### config.mk
export PLATFORM = sky130hd
export DESIGN_NAME = ws2812_chain_driver_flat
export DESIGN_NICKNAME = d
export VERILOG_FILES = /design/src/rtl/ws2812_chain_driver_if.sv /design/src/rtl/ws2812_chain_driver.sv /design/src/flat_wrapper.sv
export SDC_FILE = /design/constraint.sdc
export NUM_CORES = 1
export LEC_CHECK = 0
export CAP_MARGIN = 20
export CORE_MARGIN = 10
export CORE_UTILIZATION = 40
export DETAILED_ROUTE_END_ITERATION = 12
export GPL_TIMING_DRIVEN = 0
export PLACE_DENSITY = 0.59
export REMOVE_ABC_BUFFERS = 1
export SLEW_MARGIN = 10
export SYNTH_ARGS = -nofsm -noshare
export SYNTH_HDL_FRONTEND = slang
export SYNTH_SLANG_ARGS = --single-unit
### constraint.sdc
create_clock -name clk -period 9.57 [get_ports clk]
set_clock_uncertainty 0.1 [all_clocks]
set_input_delay 0.957 -clock clk [delete_from_list [all_inputs] [get_ports clk]]
set_output_delay 0.957 -clock clk [all_outputs]
set_load 0.03 [all_outputs]
### src/rtl/ws2812_chain_driver_if.sv
// Pixel-write and frame-control bundle between the animation logic (master)
// and the WS2812 chain driver (slave). The serial LED pin is not part of it.
interface ws2812_chain_driver_if #(
  parameter int NUM_LEDS = 12
);
  localparam int AW = (NUM_LEDS > 1) ? $clog2(NUM_LEDS) : 1;

  logic          wr_en;
  logic [AW-1:0] wr_addr;
  logic [23:0]   wr_data;
  logic          wr_err;
  logic [7:0]    brightness;
  logic          start;
  logic          busy;
  logic          done;

  modport master (
    output wr_en, wr_addr, wr_data, brightness, start,
    input  wr_err, busy, done
  );

  modport slave (
    input  wr_en, wr_addr, wr_data, brightness, start,
    output wr_err, busy, done
  );
endinterface

### src/rtl/ws2812_chain_driver.sv
// WS2812B chain driver: per-LED GRB pixel buffer, global brightness scaling,
// one frame streamed on led_dout per start request, followed by latch time.
module ws2812_chain_driver #(
  parameter int NUM_LEDS = 12,
  parameter int T0H_CYC  = 16,
  parameter int T1H_CYC  = 32,
  parameter int TBIT_CYC = 50,
  parameter int TRES_CYC = 2400
) (
  input  logic                  clk,
  input  logic                  res_n,
  ws2812_chain_driver_if.slave  bus,
  output logic                  led_dout
);

  localparam int AW   = (NUM_LEDS > 1) ? $clog2(NUM_LEDS) : 1;
  localparam int MAXC = (TBIT_CYC > TRES_CYC) ? TBIT_CYC : TRES_CYC;
  localparam int CW   = (MAXC > 1) ? $clog2(MAXC) : 1;

  localparam logic [AW:0]   LED_LIMIT = (AW+1)'(NUM_LEDS);
  localparam logic [AW-1:0] LAST_LED  = AW'(NUM_LEDS - 1);
  localparam logic [CW-1:0] T0H_LAST  = CW'(T0H_CYC - 1);
  localparam logic [CW-1:0] T1H_LAST  = CW'(T1H_CYC - 1);
  localparam logic [CW-1:0] TBIT_LAST = CW'(TBIT_CYC - 1);
  localparam logic [CW-1:0] TRES_LAST = CW'(TRES_CYC - 1);

  // Timing parameters that cannot produce a valid waveform stop elaboration.
  generate
    if (!((T0H_CYC >= 1) && (T0H_CYC < T1H_CYC) && (T1H_CYC < TBIT_CYC) &&
          (TRES_CYC >= 1) && (NUM_LEDS >= 1))) begin : g_bad_params
      $error("ws2812_chain_driver: illegal timing or LED count parameters");
    end
  endgenerate

  typedef enum logic [2:0] {
    S_IDLE,
    S_LOAD,
    S_HIGH,
    S_LOW,
    S_LATCH
  } state_t;

  state_t        state_q,    state_d;
  logic [CW-1:0] cnt_q,      cnt_d;       // cycle position inside bit / latch
  logic [AW-1:0] led_idx_q,  led_idx_d;
  logic [1:0]    byte_idx_q, byte_idx_d;  // 0=G, 1=R, 2=B
  logic [2:0]    bit_idx_q,  bit_idx_d;   // bits already sent of current byte
  logic [7:0]    shift_q,    shift_d;     // scaled byte, MSB is the live bit
  logic [7:0]    bright_q,   bright_d;
  logic          led_q,      led_d;
  logic          done_q,     done_d;
  logic          wr_err_q,   wr_err_d;
  logic [23:0]   pixel_q [NUM_LEDS];
  logic [23:0]   pixel_d [NUM_LEDS];

  logic busy;
  logic wr_accept;

  assign busy      = (state_q != S_IDLE);
  assign wr_accept = bus.wr_en && !busy && ({1'b0, bus.wr_addr} < LED_LIMIT);

  // Brightness scale: (c * (b + 1)) >> 8, so 255 is identity and 0 blanks.
  function automatic logic [7:0] scale(input logic [7:0] c, input logic [7:0] b);
    return 8'(({9'd0, c} * ({9'd0, b} + 17'd1)) >> 8);
  endfunction

  // Colour byte select in transmit order G, R, B.
  function automatic logic [7:0] byte_sel(input logic [23:0] p, input logic [1:0] sel);
    case (sel)
      2'd0:    return p[23:16];
      2'd1:    return p[15:8];
      default: return p[7:0];
    endcase
  endfunction

  // Per-entry write mux; a write is only taken while idle and in range.
  genvar gi;
  generate
    for (gi = 0; gi < NUM_LEDS; gi++) begin : g_pix
      assign pixel_d[gi] = (wr_accept && (bus.wr_addr == AW'(gi))) ? bus.wr_data
                                                                   : pixel_q[gi];
    end
  endgenerate

  // Frame sequencer: next state, counters and byte fetch/scale.
  always_comb begin
    state_d    = state_q;
    cnt_d      = cnt_q;
    led_idx_d  = led_idx_q;
    byte_idx_d = byte_idx_q;
    bit_idx_d  = bit_idx_q;
    shift_d    = shift_q;
    bright_d   = bright_q;
    done_d     = 1'b0;
    case (state_q)
      S_IDLE: begin
        if (bus.start) begin
          bright_d   = bus.brightness;
          led_idx_d  = '0;
          byte_idx_d = '0;
          bit_idx_d  = '0;
          cnt_d      = '0;
          state_d    = S_LOAD;
        end
      end
      S_LOAD: begin
        shift_d = scale(byte_sel(pixel_q[0], 2'd0), bright_q);
        cnt_d   = '0;
        state_d = S_HIGH;
      end
      S_HIGH: begin
        cnt_d = cnt_q + CW'(1);
        if (cnt_q == (shift_q[7] ? T1H_LAST : T0H_LAST)) begin
          state_d = S_LOW;
        end
      end
      S_LOW: begin
        if (cnt_q == TBIT_LAST) begin
          // Last LOW cycle: advance to the next bit with no idle gap.
          cnt_d   = '0;
          state_d = S_HIGH;
          if (bit_idx_q != 3'd7) begin
            bit_idx_d = bit_idx_q + 3'd1;
            shift_d   = {shift_q[6:0], 1'b0};
          end else begin
            bit_idx_d = '0;
            if (byte_idx_q != 2'd2) begin
              byte_idx_d = byte_idx_q + 2'd1;
              shift_d    = scale(byte_sel(pixel_q[led_idx_q], byte_idx_q + 2'd1), bright_q);
            end else if (led_idx_q != LAST_LED) begin
              led_idx_d  = led_idx_q + AW'(1);
              byte_idx_d = '0;
              shift_d    = scale(byte_sel(pixel_q[led_idx_q + AW'(1)], 2'd0), bright_q);
            end else begin
              state_d = S_LATCH;
            end
          end
        end else begin
          cnt_d = cnt_q + CW'(1);
        end
      end
      S_LATCH: begin
        if (cnt_q == TRES_LAST) begin
          cnt_d   = '0;
          done_d  = 1'b1;
          state_d = S_IDLE;
        end else begin
          cnt_d = cnt_q + CW'(1);
        end
      end
      default: state_d = S_IDLE;
    endcase
  end

  // Registered pin and status pulses, aligned with the state they describe.
  always_comb begin
    led_d    = (state_d == S_HIGH);
    wr_err_d = bus.wr_en && !wr_accept;
  end

  // State, counters and pixel buffer; reset clears everything at once.
  always_ff @(posedge clk or negedge res_n) begin
    if (!res_n) begin
      state_q    <= S_IDLE;
      cnt_q      <= '0;
      led_idx_q  <= '0;
      byte_idx_q <= '0;
      bit_idx_q  <= '0;
      shift_q    <= '0;
      bright_q   <= '0;
      led_q      <= 1'b0;
      done_q     <= 1'b0;
      wr_err_q   <= 1'b0;
      for (int i = 0; i < NUM_LEDS; i++) begin
        pixel_q[i] <= '0;
      end
    end else begin
      state_q    <= state_d;
      cnt_q      <= cnt_d;
      led_idx_q  <= led_idx_d;
      byte_idx_q <= byte_idx_d;
      bit_idx_q  <= bit_idx_d;
      shift_q    <= shift_d;
      bright_q   <= bright_d;
      led_q      <= led_d;
      done_q     <= done_d;
      wr_err_q   <= wr_err_d;
      pixel_q    <= pixel_d;
    end
  end

  assign led_dout   = led_q;
  assign bus.busy   = busy;
  assign bus.done   = done_q;
  assign bus.wr_err = wr_err_q;

endmodule
### src/flat_wrapper.sv
// flat-port wrapper written by rule: the top's interface ports become plain ports
module ws2812_chain_driver_flat 
#(
  parameter int NUM_LEDS = 12,
  parameter int T0H_CYC  = 16,
  parameter int T1H_CYC  = 32,
  parameter int TBIT_CYC = 50,
  parameter int TRES_CYC = 2400
)
  (clk, res_n, led_dout, bus_wr_en, bus_wr_addr, bus_wr_data, bus_brightness, bus_start, bus_wr_err, bus_busy, bus_done);
  ws2812_chain_driver_if #(.NUM_LEDS(NUM_LEDS)) bus_i ();
  input  logic clk;
  input  logic res_n;
  output logic led_dout;
  input wire logic [$bits(bus_i.wr_en)-1:0] bus_wr_en;
  input wire logic [$bits(bus_i.wr_addr)-1:0] bus_wr_addr;
  input wire logic [$bits(bus_i.wr_data)-1:0] bus_wr_data;
  input wire logic [$bits(bus_i.brightness)-1:0] bus_brightness;
  input wire logic [$bits(bus_i.start)-1:0] bus_start;
  output wire logic [$bits(bus_i.wr_err)-1:0] bus_wr_err;
  output wire logic [$bits(bus_i.busy)-1:0] bus_busy;
  output wire logic [$bits(bus_i.done)-1:0] bus_done;
  assign bus_i.wr_en = bus_wr_en;
  assign bus_i.wr_addr = bus_wr_addr;
  assign bus_i.wr_data = bus_wr_data;
  assign bus_i.brightness = bus_brightness;
  assign bus_i.start = bus_start;
  assign bus_wr_err = bus_i.wr_err;
  assign bus_busy = bus_i.busy;
  assign bus_done = bus_i.done;
  ws2812_chain_driver #(.NUM_LEDS(NUM_LEDS), .T0H_CYC(T0H_CYC), .T1H_CYC(T1H_CYC), .TBIT_CYC(TBIT_CYC), .TRES_CYC(TRES_CYC)) u_core (.clk(clk), .res_n(res_n), .bus(bus_i), .led_dout(led_dout));
endmodule
==> flow_summary.toml <==
[cts]
root_buffer = "clkbuf_16"
cts_resized = 0
clockBufferDepth = 3
htree_levels = 2
cts_made_buffers = 38
holdBufCountCts = 0
path_clk_slew_ns = 0.06
postCtsSetupBuffers = 0
clk_latency_ns = 0.55
cts_tree = "done"
cts_sinks = 331

[global_route]
grt_pass1_vias = 16080
use_met3 = 0.02702
antenna_found_initial = 4
grt_usage = 0.1743
grt_use_met1 = 0.2232
gr-total-overflow = 0
grt_max_degree = 105
grt.met2_usage = 0.2992
grt-busiest-layer = "met2"
grt_pass1_wl_mm = 92.47

[floorplanning]
row_count = 87
start_util = 0.4048
core_um2 = 56500
dieHeight_um = 259.1
ios = 44
die_x_um = 259.1
die_area_um2 = 67140

[logic_synthesis]
synth-edff-count = 0
ys_seq_area_frac = 0.3622
yosysMostFrequentCell = "dfrtp_1"
synth_top_flop_cell = "dfrtp_1"
synthTopCellsByCount = "331 x dfrtp_1, 295 x mux2_2, 175 x inv_1, 152 x nand2_1, 120 x fa_1"
yosysWarnings = 0
syn_area_um2 = 22870
avgSynthCellArea_um2 = 11.72
syn_inst = 1951
ys_top_cells_by_area = "dfrtp_1 36%, mux2_2 15%, fa_1 11%"
yosys.area.top_type_share = 0.3622
synth-seq-cells = 331
yosysTopAreaCell = "dfrtp_1"
async_reset_ff_frac = 1.000
synth_cell_type_count = 77

[placed_design]
dpl.cell_count = 2661
portBuffers = 43
dp_slack_ns = 1.625
dp_hpwl_mm = 40.89
place.gp.congestion = 0.8450

[setup_path]
crit_chain = "buf_12 -> buf_16 -> mux4_2 -> mux2i_1 -> o21ai_0 -> a221o_1 -> nand2_1 -> inv_1 -> nand2_1 -> fa_1 -> fa_1 -> inv_1 -> fa_1 -> fa_1 -> ha_1 -> nand2_1 -> or3_1 -> a311o_2 -> o21ai_4 -> nand3_4 -> or4b_1 -> nand3_1 -> o221ai_2"
start_kind = "flop"
cp-end-kind = "flop"
critPathSlowestCell = "dfrtp_4"
crit_path_max_incr_delay_ns = 0.88
worstSetupPathType = "reg2reg"
setup.worst_path.end = "u_core.shift_q[7]$_DFFE_PN0P_"
r2r-end = "u_core.shift_q[7]$_DFFE_PN0P_"
reg2reg_depth = 23
worst-path-max-fanout = 40
rr_startpoint = "u_core.led_idx_q[0]$_DFFE_PN0P_"
startpoint = "u_core.led_idx_q[0]$_DFFE_PN0P_"
critPathArrivalTime_ns = 8.24
r2r_slack_ns = 1.65
crit_top_cell = "fa_1"
required_ns = 9.89

[power]
p_total_w = 0.002985
ir_worst_vdd_uv = 120.9
p_leak_nw = 12.24
p_per_area_nw_per_um2 = 116.1

[detailed_routing]
viasPerCell = 5.527
wl_per_cell_um = 21.11
dr.first_iter.drc_count = 736
first_pass_iters = 6
routed_wl_mm = 57.68
ant_nets = 0
num_vias = 15100
drc_errors = 0

[timing]
fin_crit_ns = 7.918
period_share = 0.8274
slew_violations = 0
maxSlewHeadroom = 0.2416
fmax_ghz = 0.1263
rsz0062_at_grt = "no"
tightest_slew_ns = 1.130
fin_ws_ns = 1.652
final-setup-viol-count = 0
whs_ns = 0.2088
hold_viol = 0

[cells_and_area]
fillers = 5158
antennaDiodeCount = 0
drive_gt1_frac = 0.2605
syn_to_final_growth_pct = 12.38
final_nets = 2214
final_cells = 2733
multiInputGateArea_um2 = 13450
seq_area_um2 = 8292

[run]
maxCapViolCount = 0

[outcome]
outcome = "finished, final reports clean"

[hold_path]
hold_path.class = "in2async"
-- layout by cell type, fill, tap and decap left out, types with 42 or more instances in the layout --
cell / count
and2_1: 65
clkdlybuf4s50_1: 42
dfrtp_1: 328
fa_1: 120
ha_1: 107
inv_1: 175
mux2_2: 295
mux2i_1: 44
mux4_2: 79
nand2_1: 143
nand3_1: 42
nor2_1: 88
o21ai_0: 43
-- cell families (layout without fill, tap and decap cells) --
| family | count (synthesis) | after routing | share of synthesized area |
|---|---|---|---|
| AOI/OAI and AO/OA | 175 | 175 | 0.05367 |
| xor gates and xnor gates | 43 | 43 | 0.01762 |
| and+or+nand+nor | 452 | 452 | 0.09640 |
| buffers and inverters | 296 | 322 | 0.05389 |
| DFF | 331 | 331 | 0.3622 |
| muxes | 427 | 427 | 0.2527 |
| adders and majority gates | 227 | 227 | 0.1636 |
-- where the power goes --
group / switching [W] / internal (W)
registers: 0.0000000439 / 0.00140
logic: 0.0000474 / 0.0000200
clock network: 0.000606 / 0.000911
-- critical path, delay by kind of cell, from the launching register on --
kind,cells,cell delay (ns)
flip-flops,1,0.88
adder cells (fa/ha/maj),5,2.22
multiplexers,2,0.67
AND/OR/NAND/NOR,7,1.60
buffers and inverters,4,0.78
AO/OA/AOI/OAI,5,1.38
-- state kept, by name (all words and copies together) (netlist names) --
name	flops
u_core.shift_q	8
u_core.byte_idx_q	2
u_core.pixel_q	288
u_core.bright_q	8
u_core.bus.done	1
u_core.led_idx_q	4
u_core.bus.wr_err	1
u_core.cnt_q	12
u_core.led_dout	1
u_core.bit_idx_q	3
u_core.state_q	3
-- final cells by class --
cell class / instances / area share
well taps: 756 / 0.03681
repair buffers: 76 / 0.04031
clock buffers: 57 / 0.04450
inverters: 176 / 0.02590
flip-flops and latches: 331 / 0.3226
clock inverters: 13 / 0.006524
multi-input cells: 1324 / 0.5233
-- how the worst min path moves through the flow --
stage,endpoint,cells past startpoint
after detailed placement,u_core.pixel_q[34]$_DFFE_PN0P_,1
after CTS,u_core.pixel_q[198]$_DFFE_PN0P_,1
after floorplan,u_core.bit_idx_q[1]$_DFFE_PN0P_,2
after global placement,u_core.bit_idx_q[2]$_DFFE_PN0P_,2
after global routing,u_core.pixel_q[222]$_DFFE_PN0P_,1
final,u_core.pixel_q[198]$_DFFE_PN0P_,1
-- metal layers --
| metal | vias up | share of wire |
|---|---|---|
| met5 | - | 0.00057 |
| li1 | 6796 | - |
| met3 | 93 | 0.041 |
| met1 | 7914 | 0.44 |
| met4 | 6 | 0.026 |
| met2 | 295 | 0.49 |
-- through the flow --
stage	setup TNS, ns	util	cell area, µm²
3_3_place_gp	-2252.81	0.4191	23680
6_report	0	0.4549	25700
5_1_grt	0	0.4549	25700
4_1_cts	0	0.4545	25680
2_1_floorplan	0	-	22300
3_5_place_dp	0	0.4313	24370
(Power assumes the default switching activity.)
==> patch: new RTL, same flow settings <==
Register the output `led_dout` once more, cleared by the reset; this adds one clock of latency there. The other outputs are not delayed to match.
--- a/src/rtl/ws2812_chain_driver.sv
+++ b/src/rtl/ws2812_chain_driver.sv
@@ -191,3 +191,9 @@
 
-  assign led_dout   = led_q;
+  always_ff @(posedge clk or negedge res_n) begin
+    if (!res_n) begin
+      led_dout <= '0;
+    end else begin
+      led_dout <= led_q;
+    end
+  end
   assign bus.busy   = busy;
Check against the original RTL: not equivalent (a bounded check fails within 4 cycles, from zero or initial values).
==> patch against the unedited design <==
Sequential cell count rose by 1; routed wire length rose by 1.1%; critical path depth did not move; combinational power barely moved; power fell by 1.2%; setup slack improved by 0.19 ns; design area barely moved; synthesized area rose by 0.11%; critical endpoint unchanged.
==> patch: results <==
[global_route]
grt_usage_pct = 17.6
grt_first_pass_wirelength_um = 93400
grt_max_degree = 108
grt_pass1_vias = 16400

[finish]
final_layout_size_suffix_gt1_share_pct = 25.8
fill_cells = 5096
finalNetCount = 2212

[sta]
max-slew-margin-rel_pct = 24.6

[pwr]
ir_drop_v = 0.000157
p_sw_share_pct = 21.5
p_leak_nw = 12.2

[detailed_routing]
vias_per_cell = 5.54
vias = 15100
dr.pass1.iters = 5
drt_iter0_drc = 995
wl_um = 58300

[clock_network]
cts_setup_buffers = 0
root_buffer = "clkbuf_16"
clk_latency_ns = 0.56
cts_buffers = 38

[place]
dp_hpwl_um = 41900
dp_slack_ns = 1.80
dp_cells = 2660
gp_congestion = 0.865
placed_cell_area_um2 = 24400
portBuffers = 43

[critical_path]
arrival_ns = 8.06
cpPeakStageDelay_ns = 0.71
cp_max_fo = 43

[worst_hold_path]
hold_path_class = "input pin to async pin"

[synthesis]
avgSynthCellArea_um2 = 11.7
synth_common_cells = "dfrtp_1 (332), mux2_2 (295), inv_1 (175)"
ys_seq_area_share_pct = 36.3
synth_area_leaders = "dfrtp_1 (36%), mux2_2 (15%), fa_1 (10%)"

[run_status]
status = "finished, final reports clean"
patch: worst reg2reg max path, delay by kind of cell, from the launching register on:
kind,cells,cell delay (ns)
buffers and inverters,4,0.78
flip-flops,1,0.71
AND/OR/NAND/NOR,7,1.62
adder cells (fa/ha/maj),5,2.36
multiplexers,2,0.74
AO/OA/AOI/OAI,5,1.28
patch: cell families (layout without fill, tap and decap cells):
| family | Yosys count | in the layout | share of synthesized area [%] |
|---|---|---|---|
| buf+inv | 296 | 313 | 5.38 |
| compound gates | 175 | 175 | 5.36 |
| simple gates | 452 | 452 | 9.63 |
| xor+xnor | 43 | 43 | 1.76 |
| fa+ha+maj | 227 | 227 | 16.3 |
| flops | 332 | 332 | 36.3 |
| mux | 427 | 427 | 25.2 |
patch: area by class of cell:
cell class	instances	area [um^2]	area share (%)
Tap cell	756	946	3.68
Inverter	176	666	2.59
Clock buffer	52	1070	4.18
Clock inverter	12	179	0.697
Multi-Input combinational cell	1324	13500	52.4
Sequential cell	332	8320	32.4
Timing Repair Buffer	73	1030	4.02
patch: power by group through the flow:
stage	sequential, mW	combinational, mW	clock (mW)
floorplan	1.43	0.00252	0
global placement	1.43	0.0622	0
detailed placement	1.43	0.0699	0
CTS	1.40	0.0700	1.51
global route	1.40	0.0765	1.57
finish	1.40	0.0676	1.48
patch: per-stage QoR:
stage / setup TNS [ns] / utilization (%)
2_1_floorplan: 0 / -
3_3_place_gp: -2263.96 / 42.0
3_5_place_dp: 0 / 43.2
4_1_cts: 0 / 45.4
5_1_grt: 0 / 45.4
6_report: 0 / 45.4
patch: path summary, 6_finish.rpt:
check / start / to / slack (ns) / cells past startpoint
worst max-delay path: u_core.led_idx_q[0] / u_core.shift_q[7] / 1.84 / 23
worst min-delay path: res_n / u_core.pixel_q[94] / 0.24 / 1
worst max register to register: u_core.led_idx_q[0] / u_core.shift_q[7] / 1.84 / 23
worst min register to register: u_core.led_q / u_core.led_dout / 0.25 / 0
max in group asynchronous: res_n / u_core.pixel_q[88] / 7.75 / 3
min in group clk: u_core.led_q / u_core.led_dout / 0.25 / 0
patch: per-layer routing:
metal | track usage (%) | part of all wire, %
met5 | 0 | 0.046
met4 | 3.85 | 1.9
met3 | 2.63 | 4.5
met2 | 31.4 | 52
met1 | 22.1 | 42
